### src/rtl/mmio_ctrl.sv
// Memory-mapped CPU read/write controller: BIOS/DMEM/I/O read mux, UART RX/TX FIFOs,
// cycle and retired-instruction counters.
module mmio_ctrl #(
    parameter int unsigned RX_DEPTH = 8,
    parameter int unsigned TX_DEPTH = 8,
    parameter int unsigned CNT_W    = 32,
    parameter logic [3:0]  BIOS_SEL = 4'h4,
    parameter logic [3:0]  IO_SEL   = 4'h8
) (
    input  logic        clk,
    input  logic        rst_n,
    input  logic [31:0] addr,
    input  logic        re,
    input  logic        we,
    input  logic [31:0] wdata,
    input  logic [31:0] bios_doutb,
    input  logic [31:0] dmem_douta,
    output logic [31:0] dout,
    input  logic        inst_ret,
    input  logic [7:0]  rx_data,
    input  logic        rx_valid,
    output logic [7:0]  tx_data,
    output logic        tx_valid,
    input  logic        tx_ready
);

    localparam int unsigned RX_AW = $clog2(RX_DEPTH);
    localparam int unsigned TX_AW = $clog2(TX_DEPTH);
    localparam int unsigned RX_CW = RX_AW + 1;
    localparam int unsigned TX_CW = TX_AW + 1;
    localparam logic [RX_AW:0] RX_MAX = RX_CW'(RX_DEPTH);
    localparam logic [TX_AW:0] TX_MAX = TX_CW'(TX_DEPTH);

    typedef enum logic [1:0] {SEL_DMEM, SEL_BIOS, SEL_IO} src_sel_e;

    src_sel_e    sel_q, sel_d;
    logic        rd_q;
    logic [31:0] io_hold, io_rdata;

    logic [7:0]       rx_mem [RX_DEPTH];
    logic [RX_AW-1:0] rx_wr_ptr, rx_rd_ptr;
    logic [RX_AW:0]   rx_count;
    logic             rx_ovf;

    logic [7:0]       tx_mem [TX_DEPTH];
    logic [TX_AW-1:0] tx_wr_ptr, tx_rd_ptr;
    logic [TX_AW:0]   tx_count;

    logic [CNT_W-1:0] cyc_cnt, ret_cnt;

    logic       is_io, io_rd, io_wr;
    logic [7:0] reg_off;
    logic       rx_pop, rx_acc, cnt_clr, tx_pop, tx_acc;
    logic       unused_bits;

    assign unused_bits = &{1'b0, addr[27:8], wdata[31:8]};

    assign is_io   = (addr[31:28] == IO_SEL);
    assign reg_off = addr[7:0];
    assign io_rd   = re && is_io;
    assign io_wr   = we && is_io;
    assign rx_pop  = io_rd && (reg_off == 8'h04) && (rx_count != '0);
    assign rx_acc  = rx_valid && ((rx_count < RX_MAX) || rx_pop);
    assign cnt_clr = io_wr && (reg_off == 8'h18);
    assign tx_pop  = tx_valid && tx_ready;
    assign tx_acc  = io_wr && (reg_off == 8'h08) && ((tx_count < TX_MAX) || tx_pop);

    assign tx_valid = (tx_count != '0);
    assign tx_data  = tx_valid ? tx_mem[tx_rd_ptr] : '0;

    always_comb begin
        sel_d = SEL_DMEM;
        if (addr[31:28] == BIOS_SEL)
            sel_d = SEL_BIOS;
        else if (addr[31:28] == IO_SEL)
            sel_d = SEL_IO;
    end

    always_comb begin
        io_rdata = '0;
        case (reg_off)
            8'h00: io_rdata = {29'b0, rx_ovf, rx_count != '0, tx_count != TX_MAX};
            8'h04: if (rx_count != '0) io_rdata = {24'b0, rx_mem[rx_rd_ptr]};
            8'h10: io_rdata = 32'(cyc_cnt);
            8'h14: io_rdata = 32'(ret_cnt);
            8'h1C: io_rdata = {7'b0, 9'(tx_count), 7'b0, 9'(rx_count)};
            default: io_rdata = '0;
        endcase
    end

    // Memory data arrives a cycle after addr, so only the source choice is registered.
    always_comb begin
        dout = '0;
        if (rd_q) begin
            case (sel_q)
                SEL_BIOS: dout = bios_doutb;
                SEL_IO:   dout = io_hold;
                default:  dout = dmem_douta;
            endcase
        end
    end

    always_ff @(posedge clk or negedge rst_n) begin
        if (!rst_n) begin
            sel_q   <= SEL_DMEM;
            rd_q    <= 1'b0;
            io_hold <= '0;
        end else begin
            rd_q <= re;
            if (re)
                sel_q <= sel_d;
            if (io_rd)
                io_hold <= io_rdata;
        end
    end

    always_ff @(posedge clk) begin
        if (rx_acc)
            rx_mem[rx_wr_ptr] <= rx_data;
        if (tx_acc)
            tx_mem[tx_wr_ptr] <= wdata[7:0];
    end

    always_ff @(posedge clk or negedge rst_n) begin
        if (!rst_n) begin
            rx_wr_ptr <= '0;
            rx_rd_ptr <= '0;
            rx_count  <= '0;
            rx_ovf    <= 1'b0;
        end else begin
            if (rx_acc)
                rx_wr_ptr <= rx_wr_ptr + RX_AW'(1);
            if (rx_pop)
                rx_rd_ptr <= rx_rd_ptr + RX_AW'(1);
            if (rx_acc && !rx_pop)
                rx_count <= rx_count + RX_CW'(1);
            else if (!rx_acc && rx_pop)
                rx_count <= rx_count - RX_CW'(1);
            if (cnt_clr)
                rx_ovf <= 1'b0;
            else if (rx_valid && !rx_acc)
                rx_ovf <= 1'b1;
        end
    end

    always_ff @(posedge clk or negedge rst_n) begin
        if (!rst_n) begin
            tx_wr_ptr <= '0;
            tx_rd_ptr <= '0;
            tx_count  <= '0;
        end else begin
            if (tx_acc)
                tx_wr_ptr <= tx_wr_ptr + TX_AW'(1);
            if (tx_pop)
                tx_rd_ptr <= tx_rd_ptr + TX_AW'(1);
            if (tx_acc && !tx_pop)
                tx_count <= tx_count + TX_CW'(1);
            else if (!tx_acc && tx_pop)
                tx_count <= tx_count - TX_CW'(1);
        end
    end

    always_ff @(posedge clk or negedge rst_n) begin
        if (!rst_n) begin
            cyc_cnt <= '0;
            ret_cnt <= '0;
        end else if (cnt_clr) begin
            cyc_cnt <= '0;
            ret_cnt <= '0;
        end else begin
            cyc_cnt <= cyc_cnt + CNT_W'(1);
            if (inst_ret)
                ret_cnt <= ret_cnt + CNT_W'(1);
        end
    end

endmodule

### config.mk
export PLATFORM = sky130hd
export DESIGN_NAME = mmio_ctrl
export DESIGN_NICKNAME = d
export VERILOG_FILES = /design/src/rtl/mmio_ctrl.sv
export SDC_FILE = /design/constraint.sdc
export NUM_CORES = 1
export LEC_CHECK = 0
export CORE_MARGIN = 2
export CORE_UTILIZATION = 49
export CTS_CLUSTER_DIAMETER = 120
export DETAILED_ROUTE_END_ITERATION = 8
export PLACE_DENSITY = 0.81
export SLEW_MARGIN = 20
export SYNTH_ARGS = -nofsm -noshare
export SYNTH_HDL_FRONTEND = slang
export SYNTH_SLANG_ARGS = --single-unit
### constraint.sdc
create_clock -name clk -period 2.8 [get_ports clk]
set_clock_uncertainty 0.05 [all_clocks]
set_input_delay 0.56 -clock clk [delete_from_list [all_inputs] [get_ports clk]]
set_output_delay 0.56 -clock clk [all_outputs]
set_load 0.02 [all_outputs]
# After elaboration in Yosys (flattened, before gate mapping)
# Memory sizes are Yosys's and may differ from the RTL's.
# Index checks and enable logic that the tools add are counted.
[totals] inputBits=143 reg_bits=120 mem_count=2 wordCells=84 ramBits=128
[op_classes] n_eq_ne=11 addsub=10 reduce_logical=27 muxes=20 n_lt_le_gt_ge=2
[mem_list] memory="rx_mem" depth=8 word_bits=8 read_ports=1 rd_clocked_by_memory_dff=0 write_ports=1 line="40" text="logic [7:0] rx_mem [RX_DEPTH];"
[mem_list] memory="tx_mem" depth=8 word_bits=8 read_ports=1 rd_clocked_by_memory_dff=0 write_ports=1 line="45" text="logic [7:0] tx_mem [TX_DEPTH];"
[ops] operator="$pmux 32 s5" n=1
[ops] operator="$mux 32" n=4
[ops] operator="$add 32x1->32 const B" n=2
[ops] operator="$pmux 32 s2" n=1
[ops] operator="$eq 8x5->1 const B" n=4
[ops] operator="$mux 4" n=4
[ops] operator="$mux 8" n=2
[ops] operator="$logic_and 1x1->1" n=14
[ops] operator="$add 3x1->3 const B" n=4
[ops] operator="$add 4x1->4 const B" n=2
[ops] operator="$eq 8x3->1 const B" n=1
[ops] operator="$eq 8x4->1 const B" n=1
[ops] operator="$logic_not 8->1" n=1
[ops] operator="$lt 4x4->1 const B" n=2
[ops] operator="$reduce_bool 2->1" n=4
[ops] operator="$reduce_bool 4->1" n=2
[ops] operator="$sub 4x1->4 const B" n=2
[ops] operator="$mux 1" n=6
[ops] operator="$eq 4x3->1 const B" n=1
[ops] operator="$eq 4x4->1 const B" n=1
[ops] operator="$logic_not 1->1" n=4
[ops] operator="$mux 2" n=2
[ops] operator="$ne 4x4->1 const B" n=1
[ops] operator="$eq 2x1->1 const B" n=1
[ops] operator="2 further kinds" n=3

# Depth between registers and ports, before layout
[depth] word_depth=10 ltp_mapped=13 depth_no_buf=11

# Worst setup path after synthesis
# OpenSTA, ideal clock, no wires.
[synth_path] kind="input -> register" start="input addr[29]" end="memory rx_mem[4][0], enable pin" path_slack_ps=-370 stages=5 arrival_ps=2722 n_path_buf=1 required_time_ps=2352 path_cell_list="or4b_2 > nor2_4 > a21boi_1 > buf_2 > nor4b_1"
[synth_between] elab_chain_len=8
[synth_lines] item="from (decl)" line="12" text="input logic [31:0] addr,"
[synth_lines] item="$eq 4x4->1" line="58" text="assign is_io = (addr[31:28] == IO_SEL);"
[synth_lines] item="$logic_and 1x1->1" line="60" text="assign io_rd = re && is_io;"
[synth_lines] item="$logic_and 1x1->1 (2 in series)" line="62" text="assign rx_pop = io_rd && (reg_off == 8'h04) && (rx_count != '0);"
[synth_lines] item="$logic_or 1x1->1" line="63" text="assign rx_acc = rx_valid && ((rx_count < RX_MAX) || rx_pop);"
[synth_lines] item="$logic_and 1x1->1" line="63"
[synth_lines] item="$mux 1" line="118" text="if (rx_acc)"
[synth_lines] item="$mux 1 (not written as such)" line="119" text="rx_mem[rx_wr_ptr] <= rx_data;"
[synth_lines] item="to (decl)" line="40"
# Every way passes these cells.

# Final worst setup path
[layout_path] start="register sel_q[0]" end="output dout[12]"
[layout_between] elab_chain_len=3 elab_cells_between_ends=4 classes_between="eq/ne: 2; mux: 2"
[layout_lines] item="from (decl)" line="36" text="src_sel_e sel_q, sel_d;"
[layout_lines] item="from (signal assigned)" line="111" text="sel_q <= sel_d;"
[layout_lines] item="$eq 2x2->1 or $eq 2x1->1 (tied branches)" line="95" text="case (sel_q)"
[layout_lines] item="$pmux 32 s2 *" line="95"
[layout_lines] item="$mux 32 *" line="94" text="if (rd_q) begin"
[layout_lines] item="to (decl)" line="18" text="output logic [31:0] dout,"
# Every way passes the cells marked *; elsewhere a longest branch is shown, timed or not.

==> metrics.csv <==
metric,value,unit
grt_use_met1,32.6,%
drt_iter0_drc,1085,
cts_sinks,248,
drive_gt1_share,22.2,%
ant_nets,0,
hold_violations,0,
worst_slew_pin_slew,756,ps
grt_start_max_net_pins,44,
grtUsageMet3,4.11,%
cts_root_buf,clkbuf_16,
fmaxAchievable,354,MHz
worstPathArrival,2220,ps
synth_xor_area_share,2.47,%
synth_compound_area_share,12.1,%
reg2reg_slack,100,ps
path_clk_slew,60,ps
layout_commonest_cell,edfxtp_1,
power.total,10.7,mW
p_switching,3.00,mW
synth_mux_area_share,8.87,%
path_class,flip-flop to output pin,
grt_setup_unrepaired,true,
syn_inst,1013,
fp-row-count,57,
startpoint_type,flip-flop,
dr.pass1.iters,5,
cts_buffer_depth,3,
synth_edf_count,128,
violations,setup timing,
start_util,49.7,%
grt_usage,24.6,%
finalMaxSlewViolations,0,
power_density,684,nW/um^2
fillers,1781,
dr_total_vias,9474,
setup_slack,-25.1,ps
wl_per_cell,20.6,microns
seqPwrFrac,42.3,%
finalSetupViolations,1,
synthToLayoutAreaGrowth,29.3,%
fin_crit_sh,101,%
grt_pass1_vias,9271,
hp-class,primary input to flip-flop,
core_area,24200,sq um
synthAdderAreaFrac,1.78,%
cp-end-kind,output pin,
synth_top_family_by_area,simple AND/OR/NAND/NOR gates,
grt_antenna_before_repair,2,
numCtsBuffers,26,
clock_latency,530,ps
syn_avg_cell_area,11.9,sq um
cap_violations,0,
cp_max_fo,9,
ys_ff_latch,248,
fp.dieArea,25900,sq um
required,2190,ps
io_pins,184,
swShare,28.2,%
synth-simple-area-share,15.1,%
cts_tree,done,
postLayoutCoreUtil,64.3,%
avgViaCountPerCell,6.03,
ys_async_sr_fraction,48.4,%
floorplan.die.height,161,microns
gp_congestion,0.977,
top_usage_layer,met2,
status,finished with violations,
syn_nets,1172,
leakage,5.83,nW
layout.nets,1385,
yosysWarnings,0,
h-tree-depth,1,
grt_overflow_total,0,
wirelength,32300,microns
grt_pass1_wl,50400,microns
finalSetupTns,-25.1,ps
p_clk_share,33.9,%
p_int,7.65,mW
use_met2,41.9,%
port-buffer-count,139,
yosysSeqAreaShare,56.8,%
peakVddDrop,0.802,mV
fin_crit,2830,ps
synth_area,12100,sq um
final_cell_mix,"edfxtp_1 (128), dfrtp_1 (119), buf_4 (96)",
die_w,161,microns
dp_hpwl,22000,microns
relSlewSlack,49.6,%
comb_power_share,23.8,%
drc,0,
hold_slack,433,ps
ys_types,63,
synth_flop_cell,edfxtp_1,
-- through the flow --
stage | worst slack [ps] | cells | area [sq um]
2_1_floorplan | -209 | 1013 | 12100
3_3_place_gp | -490 | 1510 | 14500
3_5_place_dp | -560 | 1510 | 14500
4_1_cts | -25.9 | 1566 | 15500
5_1_grt | -140 | 1570 | 15600
6_report | -25.1 | 1571 | 15600
-- state kept, by name (all words and copies together), names as in the netlist --
| name | count |
|---|---|
| ret_cnt | 32 |
| cyc_cnt | 32 |
| rd_q | 1 |
| rx_count | 4 |
| rx_ovf | 1 |
| tx_mem | 64 |
| tx_rd_ptr | 3 |
| sel_q | 2 |
| io_hold | 32 |
| rx_mem | 64 |
| tx_count | 4 |
| rx_rd_ptr | 3 |
| rx_wr_ptr | 3 |
| tx_wr_ptr | 3 |
-- Yosys cell counts (2+ instances only) --
cell / number / share of area (%)
edfxtp_1: 128 / 32
dfrtp_1: 120 / 25
nand2_1: 84 / 2.6
o21ai_0: 84 / 3.5
a22oi_1: 61 / 3.8
nor2_1: 48 / 1.5
clkbuf_1: 44 / 1.4
a21oi_1: 40 / 1.7
and2_1: 34 / 1.8
mux4_2: 30 / 5.6
nand3_1: 30 / 1.2
mux2i_1: 27 / 2.2
or4_1: 27 / 1.7
o31ai_1: 23 / 1.4
xnor2_1: 23 / 1.7
nand4_1: 22 / 1.1
inv_1: 20 / 0.62
or3_1: 17 / 0.88
ha_1: 14 / 1.5
buf_2: 13 / 0.54
nor3_1: 13 / 0.54
mux2_2: 11 / 1.0
xor2_1: 11 / 0.80
and4_1: 9 / 0.65
nand2b_1: 7 / 0.36
and3_1: 6 / 0.31
o211ai_1: 6 / 0.37
nor4_1: 5 / 0.26
a22o_1: 4 / 0.29
nor4b_1: 4 / 0.29
buf_1: 3 / 0.093
buf_4: 3 / 0.19
nand3b_1: 3 / 0.19
or2_2: 3 / 0.16
a21o_1: 2 / 0.12
a41oi_1: 2 / 0.15
fa_1: 2 / 0.33
nor2b_1: 2 / 0.10
nor3b_1: 2 / 0.12
o311ai_0: 2 / 0.15
or4b_2: 2 / 0.17
-- logic make-up after synthesis --
logic type      count (synthesis)
compound gates                233
xor+xnor                       34
fa+ha+maj                      16
buf+inv                        84
flops                         248
mux                            68
simple gates                  330
-- power groups by stage --
stage          combinational (mW)  clock, mW  sequential (mW)
2_1_floorplan                1.46          0             4.42
6_report                     2.53       3.62             4.51
3_5_place_dp                 2.42          0             4.55
3_3_place_gp                 2.33          0             4.53
4_1_cts                      2.44       3.66             4.49
5_1_grt                      2.75       3.80             4.55
-- critical path: stages (launching register included) --
cell and delay [ps]:
dfrtp_1 420, inv_2 110, ha_4 210, buf_4 200, a22oi_1 90, o21ai_0 180, and2_1 160, clkdlybuf4s15_1 300
-- routing by layer --
layer | up-vias | wire, microns
met5 | - | 13
met4 | 2 | 1040
met3 | 72 | 2510
met2 | 443 | 15900
met1 | 4672 | 12900
li1 | 4285 | -
-- final cells by class --
cell class / instances / area [sq um] / share of cell area, %
diodes: 1 / 2.50 / 0.0161
inverters: 20 / 75.1 / 0.482
clock inverters: 18 / 216 / 1.39
well taps: 324 / 405 / 2.60
flip-flops and latches: 248 / 6850 / 43.9
repair buffers: 249 / 2290 / 14.7
clock buffers: 30 / 687 / 4.41
multi-input cells: 681 / 5070 / 32.5
-- final timing paths --
kind,startpoint,endpoint,depth (start not counted)
worst max-delay path,sel_q[0]$_DFFE_PN0P_,dout[12],7
worst min register to register,io_hold[10]$_DFFE_PN0P_,io_hold[10]$_DFFE_PN0P_,2
worst max register to register,rx_count[0]$_DFFE_PN0P_,rx_count[3]$_DFFE_PN0P_,11
min in group asynchronous,rst_n,io_hold[27]$_DFFE_PN0P_,2
max in group asynchronous,rst_n,rx_wr_ptr[1]$_DFFE_PN0P_,3
worst min-delay path,addr[31],sel_q[0]$_DFFE_PN0P_,4
-- timing repair --
| item | in CTS | in global routing |
|---|---|---|
| buffers inserted | 7 | 5 |
| cloned | 0 | 1 |
| setup endpoints to repair | 42 | 42 |
| gates resized for setup | 94 | 69 |
| hold buffers | 1 | 0 |
| hold endpoints to repair | 34 | 0 |
| pin swaps | 2 | 9 |
Note: power is estimated with default switching activity, not from simulation.
